[src/rtl/mips_pkg.sv]
// Shared MIPS definitions for the MEM stage: load/store op encodings,
// address-exception codes and the default data-memory size.
package mips_pkg;

  localparam int unsigned DM_BYTES_DEFAULT = 12288;

  typedef enum logic [3:0] {
    MEM_OP_NONE = 4'd0,
    MEM_OP_LW   = 4'd1,
    MEM_OP_LH   = 4'd2,
    MEM_OP_LHU  = 4'd3,
    MEM_OP_LB   = 4'd4,
    MEM_OP_LBU  = 4'd5,
    MEM_OP_SW   = 4'd6,
    MEM_OP_SH   = 4'd7,
    MEM_OP_SB   = 4'd8
  } mem_op_e;

  typedef enum logic [1:0] {
    EXC_NONE = 2'd0,
    EXC_ADEL = 2'd1,
    EXC_ADES = 2'd2
  } exc_e;

  function automatic logic is_load_op(input logic [3:0] op);
    return op inside {MEM_OP_LW, MEM_OP_LH, MEM_OP_LHU, MEM_OP_LB, MEM_OP_LBU};
  endfunction

  function automatic logic is_store_op(input logic [3:0] op);
    return op inside {MEM_OP_SW, MEM_OP_SH, MEM_OP_SB};
  endfunction

endpackage

[src/rtl/load_extender.sv]
// Selects the addressed byte/half of the data-memory word and sign- or
// zero-extends it according to the load op. Purely combinational.
module load_extender
  import mips_pkg::*;
(
  input  logic [3:0]  mem_op,
  input  logic [1:0]  byte_sel,
  input  logic [31:0] read_data,
  output logic [31:0] result
);

  logic [15:0] half;
  logic [7:0]  byte_val;

  always_comb begin
    half     = byte_sel[1] ? read_data[31:16] : read_data[15:0];
    byte_val = read_data[{byte_sel, 3'b000} +: 8];
    // NOTE: every always_comb output gets a default first so no path leaves it unassigned (no latch).
    result   = '0;
    case (mem_op)
      MEM_OP_LW:  result = read_data;
      MEM_OP_LH:  result = {{16{half[15]}}, half};
      MEM_OP_LHU: result = {16'h0000, half};
      MEM_OP_LB:  result = {{24{byte_val[7]}}, byte_val};
      MEM_OP_LBU: result = {24'h000000, byte_val};
      default:    result = '0;
    endcase
  end

endmodule

[src/rtl/mem_access_unit.sv]
// MEM-stage controller: data-memory address/enables/store lanes, load extension
// and the MEM/WB register. Define MEM_EXC_EN to enable AdEL/AdES detection.
module mem_access_unit
  import mips_pkg::*;
#(
  parameter int unsigned DM_BYTES = DM_BYTES_DEFAULT
) (
  input  logic        clk,
  input  logic        reset,
  input  logic        in_valid,
  input  logic [3:0]  mem_op,
  input  logic [31:0] pc,
  input  logic [31:0] addr,
  input  logic [31:0] store_data,
  input  logic        stall,
  input  logic        kill,
  input  logic [31:0] dm_read_data,
  output logic [3:0]  dm_write_enable,
  output logic [31:0] dm_addr,
  output logic [31:0] dm_write_data,
  output logic [31:0] dm_pc,
  output logic        wb_valid,
  output logic [31:0] wb_pc,
  output logic [31:0] wb_load_data,
  output logic        wb_is_load,
  output logic [1:0]  wb_exc,
  output logic [31:0] wb_bad_addr
);

  logic        is_load;
  logic        is_store;
  logic        exc_now;
  logic        write_fire;
  logic        store_done;
  logic [3:0]  lane_mask;
  logic [31:0] load_result;

  load_extender u_load_extender (
    .mem_op    (mem_op),
    .byte_sel  (addr[1:0]),
    .read_data (dm_read_data),
    .result    (load_result)
  );

  assign is_load  = is_load_op(mem_op);
  assign is_store = is_store_op(mem_op);
  assign dm_addr  = {addr[31:2], 2'b00};
  assign dm_pc    = pc;

`ifdef MEM_EXC_EN
  logic misaligned;
  logic out_of_range;
  exc_e exc_code;

  always_comb begin
    misaligned = 1'b0;
    case (mem_op)
      MEM_OP_LW, MEM_OP_SW:              misaligned = (addr[1:0] != 2'b00);
      MEM_OP_LH, MEM_OP_LHU, MEM_OP_SH:  misaligned = addr[0];
      default:                           misaligned = 1'b0;
    endcase
    out_of_range = (addr >= 32'(DM_BYTES));
    exc_now      = (is_load | is_store) & (misaligned | out_of_range);
    exc_code     = !exc_now ? EXC_NONE : (is_store ? EXC_ADES : EXC_ADEL);
  end
`else
  assign exc_now = 1'b0;
`endif

  always_comb begin
    dm_write_data = '0;
    lane_mask     = '0;
    case (mem_op)
      MEM_OP_SW: begin
        dm_write_data = store_data;
        lane_mask     = 4'b1111;
      end
      MEM_OP_SH: begin
        dm_write_data = {2{store_data[15:0]}};
        lane_mask     = addr[1] ? 4'b1100 : 4'b0011;
      end
      MEM_OP_SB: begin
        dm_write_data = {4{store_data[7:0]}};
        lane_mask     = 4'b0001 << addr[1:0];
      end
      default: ;
    endcase
  end

  // store_done keeps a stalled store from rewriting memory on every repeat cycle.
  assign write_fire      = in_valid & is_store & ~kill & ~exc_now & ~store_done;
  assign dm_write_enable = write_fire ? lane_mask : 4'b0000;

  // NOTE: state updates use non-blocking assignments; reset is synchronous and sampled on clk.
  always_ff @(posedge clk) begin
    if (reset) begin
      store_done   <= 1'b0;
      wb_valid     <= 1'b0;
      wb_pc        <= '0;
      wb_load_data <= '0;
      wb_is_load   <= 1'b0;
    end else begin
      store_done <= stall & (store_done | write_fire);
      if (stall) begin
        // MEM/WB holds while the MEM instruction repeats.
      end else if (kill | ~in_valid) begin
        wb_valid     <= 1'b0;
        wb_pc        <= '0;
        wb_load_data <= '0;
        wb_is_load   <= 1'b0;
      end else begin
        wb_valid     <= 1'b1;
        wb_pc        <= pc;
        wb_load_data <= is_load ? load_result : '0;
        wb_is_load   <= is_load;
      end
    end
  end

`ifdef MEM_EXC_EN
  always_ff @(posedge clk) begin
    if (reset) begin
      wb_exc      <= EXC_NONE;
      wb_bad_addr <= '0;
    end else if (stall) begin
      wb_exc      <= wb_exc;
      wb_bad_addr <= wb_bad_addr;
    end else if (kill | ~in_valid) begin
      wb_exc      <= EXC_NONE;
      wb_bad_addr <= '0;
    end else begin
      wb_exc      <= exc_code;
      wb_bad_addr <= exc_now ? addr : '0;
    end
  end
`else
  assign wb_exc      = EXC_NONE;
  assign wb_bad_addr = '0;
`endif

endmodule

[config.mk]
export PLATFORM = sky130hd
export DESIGN_NAME = mem_access_unit
export DESIGN_NICKNAME = d
export VERILOG_FILES = /design/src/rtl/mips_pkg.sv /design/src/rtl/load_extender.sv /design/src/rtl/mem_access_unit.sv
export SDC_FILE = /design/constraint.sdc
export NUM_CORES = 1
export LEC_CHECK = 0
export ABC_AREA = 1
export CAP_MARGIN = 25
export CORE_AREA = 2 2 130 132
export DETAILED_ROUTE_END_ITERATION = 6
export DIE_AREA = 0 0 132 134
export GPL_ROUTABILITY_DRIVEN = 0
export GPL_TIMING_DRIVEN = 0
export PLACE_DENSITY = 0.72
export REMOVE_ABC_BUFFERS = 1
export SLEW_MARGIN = 20
export SYNTH_ARGS = -nofsm -noshare
export SYNTH_HDL_FRONTEND = slang
export SYNTH_HIERARCHICAL = 1
export SYNTH_SLANG_ARGS = --single-unit
[constraint.sdc]
create_clock -name clk -period 1 [get_ports clk]
set_input_delay 0.2 -clock clk [delete_from_list [all_inputs] [get_ports clk]]
set_output_delay 0.2 -clock clk [all_outputs]
set_load 0.005 [all_outputs]
### Word level (Yosys, flattened, before mapping)

Index checks and enable logic that the tools add are counted.
Widths: inputs -> output; s select.

* register bits after elaboration: 67
* input bits: 137
* output and inout bits: 200
* word-level logic and storage cells: 37

* equal/unequal tests: 8
* shifts and indexed selects: 2
* multiplexer cells: 11
* bitwise gates (word level): 9
* reductions and logical operators: 2

Operator list (count)
* $pmux 32 s5: 1
* $mux 32: 3
* $pmux 32 s3: 1
* $shiftx 32x6->8: 1
* $eq 4x3->1 const B: 4
* $mux 16: 1
* $pmux 4 s3: 1
* $eq 4x2->1 const B: 2
* $mux 4: 2
* $reduce_bool 5->1: 1
* $and 1x1->1: 4
* $eq 4x1->1 const B: 1
* $eq 4x4->1 const B: 1
* $shl 1x2->4 const A: 1
* $not 1->1: 3
* $reduce_bool 3->1: 1
* $mux 1: 2
* $or 1x1->1: 2

### Longest topological paths before layout

* depth after elaboration: 7
* gate-level depth with buffers: 10
* mapped depth without buffers: 9

### Hierarchy

The synthesis kept the hierarchy.

By module, submodules not included
* mem_access_unit: instances 1, cells an instance 456, area each 3488.3 um^2, seq. area each 1341.3 um^2
* load_extender: instances 1, cells an instance 185, area each 1044.8 um^2, seq. area each 0.0 um^2

### Worst setup path after synthesis

OpenSTA, ideal clock, no wires.

* kind: input-to-reg
* start point: input port mem_op[1]
* end point: register wb_load_data[31]
* setup time: 0.074 ns
* arrival time: 1.028 ns
* required time: 0.926 ns
* slack: -0.102 ns
* cell stages on the path: 9
* buffers on the path: 2
* cell sequence: buf_6 > inv_2 > nand2_1 > nor2_4 > nand3_4 > buf_12 > nand3_2 > inv_1 > o21ai_0

* longest elaborated chain between the ends: 4
* elaborated cells on any way between the ends: 9
* those cells by class: 5 x eq/ne; 3 x mux; 1 x reduce/logical

Ends and longest elaborated chain
* start, declared: RTL line mem_access_unit.sv:11 `input logic [3:0] mem_op,`
* $eq 4x3->1, or another cell as far along: RTL line load_extender.sv:20 `case (mem_op)`
* $pmux 32 s5 *: RTL line load_extender.sv:20
* net load_result[31]: RTL line mem_access_unit.sv:36 `logic [31:0] load_result;`
* $mux 32 *: RTL line mem_access_unit.sv:114 `wb_load_data <= is_load ? load_result : '0;`
* $mux 32 *: RTL line mem_access_unit.sv:106 `end else if (kill | ~in_valid) begin`
* end signal, assigned: RTL line mem_access_unit.sv:114
* end, declared: RTL line mem_access_unit.sv:24 `output logic [31:0] wb_load_data,`

The timed path passes the listed nets; every way through them passes the cells marked *.
A chain may end at the register's enable or synchronous reset.

### Final worst setup path

* start point: input port mem_op[3]
* end point: output port dm_write_enable[3]

* longest elaborated chain between the ends: 6
* elaborated cells on any way between the ends: 9
* those cells by class: 3 x eq/ne; 2 x mux; 3 x bitwise; 1 x reduce/logical

Ends and longest elaborated chain
* $eq 4x3->1 / $eq 4x4->1 (equally long branches): RTL line mips_pkg.sv:30, mem_access_unit.sv:73
* $reduce_bool 3->1: RTL line mips_pkg.sv:30 `return op inside {MEM_OP_SW, MEM_OP_SH, MEM_OP_SB};`
* $and 1x1->1 (3 in a row): RTL line mem_access_unit.sv:91 `assign write_fire = in_valid & is_store & ~kill & ~exc_now & ~store_done;`
* $mux 4 *: RTL line mem_access_unit.sv:92 `assign dm_write_enable = write_fire ? lane_mask : 4'b0000;`
* end, declared: RTL line mem_access_unit.sv:18 `output logic [3:0] dm_write_enable,`

Mark *: on every way between the ends. The rest lies on a longest branch, timed or not.

==> impl_metrics.py <==
metrics = {
    "status": {
        "violations": "negative setup slack",
        "outcome": "complete, but fails checks",
    },
    "clock_network": {
        "cts_buffers": 9,
        "cts_tree": "built",
        "clockBufferDepth": 2,
        "clock_latency_ns": 0.34,
        "hold_buffers": 0,
        "h-tree-depth": 3,
        "clkTransAtPathRegs_ns": 0.06,
        "clock_sinks": 67,
        "cts_root_buffer": "clkbuf_16",
    },
    "global_route": {
        "grt_max_degree": 34,
        "grt_use_total_pct": 20.0,
        "grt_overflow": 0,
        "grt_pass1_vias": 4757,
        "antenna_found_initial": 0,
        "grt_pass1_wl_um": 27200,
    },
    "die": {
        "io_pins": 337,
        "die_h_um": 134,
        "die_w_um": 132,
        "start_util_pct": 27.8,
        "dieArea_sq_um": 17700,
        "core-area_sq_um": 16300,
        "rows": 47,
    },
    "run": {
        "cap_violations": 0,
    },
    "yosys": {
        "synth_warnings": 6,
        "synth-seq-cells": 67,
        "syn_area_per_cell_sq_um": 7.07,
        "syn_area_sq_um": 4530,
        "synth_cells": 641,
        "synth.distinct_cells": 26,
        "ys_seq_area_share_pct": 29.6,
    },
    "timing": {
        "skew_ns": 0,
        "rsz0062_at_grt": "true",
        "fmax_mhz": 736,
        "setup_violations": 69,
        "maxSlewViolCount": 0,
        "slew_headroom_pct": 61.8,
        "hold_violations": 0,
        "finalCritPeriodShare_pct": 136,
        "fin_crit_ns": 1.36,
        "worstMarginPinSlew_ns": 0.573,
        "worst_slack_ns": -0.358,
    },
    "detailed_routing": {
        "drc": 0,
        "ant_nets": 0,
        "routed_wl_um": 18100,
        "first_pass_iters": 6,
        "wl_per_cell_um": 16.7,
        "drtIter0Drc": 250,
        "num_vias": 4868,
        "via_per_inst": 4.47,
    },
    "placement": {
        "port_buffers": 240,
        "dp_hpwl_um": 11500,
    },
    "layout": {
        "fillCellCount": 1605,
        "nets": 1000,
        "antennaDiodeCount": 0,
        "fin_util_pct": 46.4,
        "syn_to_final_growth_pct": 66.7,
        "final_layout_size_suffix_gt1_share_pct": 47.2,
        "layout_common_cells": "87 x nand2_1, 81 x buf_2, 66 x dfxtp_2",
        "layout_commonest_cell": "nand2_1",
    },
    "setup_path": {
        "required_ns": 0.80,
        "critPathKind": "in2out",
        "crit_path_end_kind": "output port",
        "cp_max_fo": 4,
        "arrival_ns": 1.16,
        "cp-start-kind": "input port",
    },
    "min_path": {
        "hold_path.class": "in2reg",
    },
    "power_and_ir_drop": {
        "max-vdd-ir-drop_mv": 0.875,
        "p_leak_nw": 4.01,
        "p_per_area_nw_per_um2": 974,
        "total_power_w": 0.00736,
    },
}
[cell usage after synthesis]
cell / number / area, sq um
a21oi_1: 2 / 10.0
a22o_1: 32 / 280
buf_12: 2 / 40.0
buf_2: 10 / 50.1
buf_4: 103 / 773
buf_6: 7 / 78.8
clkbuf_1: 3 / 11.3
conb_1: 1 / 3.75
dfxtp_1: 67 / 1340
inv_1: 74 / 278
inv_2: 3 / 11.3
inv_6: 1 / 8.76
nand2_1: 129 / 484
nand2_2: 11 / 68.8
nand2_4: 5 / 56.3
nand3_1: 52 / 260
nand3_2: 16 / 160
nand3_4: 1 / 17.5
nand3b_1: 1 / 7.51
nand4_4: 1 / 21.3
nor2_1: 63 / 236
nor2_2: 2 / 12.5
nor2_4: 5 / 56.3
nor2_8: 1 / 20.0
o21ai_0: 13 / 65.1
o21ai_1: 36 / 180
[layout make-up]
class / count / area [sq um] / area share, %
multi-input cells: 413 / 2580 / 34.2
clock inverters: 7 / 52.6 / 0.696
repair inverters: 1 / 8.76 / 0.116
flip-flops and latches: 67 / 1420 / 18.8
inverters: 78 / 342 / 4.52
repair buffers: 293 / 2640 / 35.0
well taps: 220 / 275 / 3.64
clock buffers: 9 / 225 / 2.98
[sequential cells by signal, summed over array words and instances (netlist names)]
| register | count |
|---|---|
| store_done | 1 |
| wb_is_load | 1 |
| wb_load_data | 32 |
| wb_pc | 32 |
| wb_valid | 1 |
[worst paths after layout]
kind	start	cells after the start	slack, ns	end
worst max-delay path	mem_op[3]	9	-0.36	dm_write_enable[3]
worst min register to register	wb_is_load$_SDFFE_PP0N_	2	0.45	wb_is_load$_SDFFE_PP0N_
worst min-delay path	pc[11]	2	0.11	wb_pc[11]$_SDFFE_PP0N_
worst max register to register	wb_pc[7]$_SDFFE_PP0N_	2	0.25	wb_pc[7]$_SDFFE_PP0N_
[stage by stage]
step,setup WS (ns),hold WS [ns],setup TNS (ns),instance area (sq um),cells
6_report,-0.358,0.110,-18.67,7550,1088
3_5_place_dp,-1.83,0.400,-159.57,6390,1011
3_3_place_gp,-1.87,0.400,-192.92,6390,1011
5_1_grt,-0.400,0.108,-21.78,7550,1088
4_1_cts,-0.388,0.216,-17.98,7150,1081
2_1_floorplan,-0.604,0.326,-40.20,3710,551
[worst max-delay path, stage by stage]
cell      delay (ns)
buf_12          0.09
clkinv_8        0.04
buf_4           0.13
nor2_4          0.11
nand2_4         0.09
nand2_4         0.11
nand3_4         0.10
nor2_1          0.12
buf_2           0.15
[metal layers]
layer	GRT usage, %	wire, um	vias up
li1	-	-	2356
met1	23.0	7360	2224
met2	33.2	8530	249
met3	8.81	1740	37
met4	5.80	388	2
met5	3.89	93	-
[where the power goes]
part           internal [W]  leakage (nW)  switching, W
registers           0.00272         0.574     0.0000233
logic              0.000823          3.30      0.000833
clock network       0.00169         0.136       0.00127
total               0.00523          4.01       0.00213
[cell families (layout without fill, tap and decap cells)]
kind of cell / Yosys count / in the layout / synth area share (%)
flops: 67 / 67 / 29.6
buf+inv: 203 / 388 / 27.6
compound gates: 83 / 83 / 11.8
other cells: 1 / 36 / 0.0827
simple gates: 287 / 294 / 30.9
[repair_timing]
action	4_1_cts	5_1_grt
buffers inserted	43	12
setup endpoints to repair	201	128
gates resized for setup	764	101
cloned	11	0
pin swaps	32	16
No activity file was read; power rests on OpenSTA's default activity.
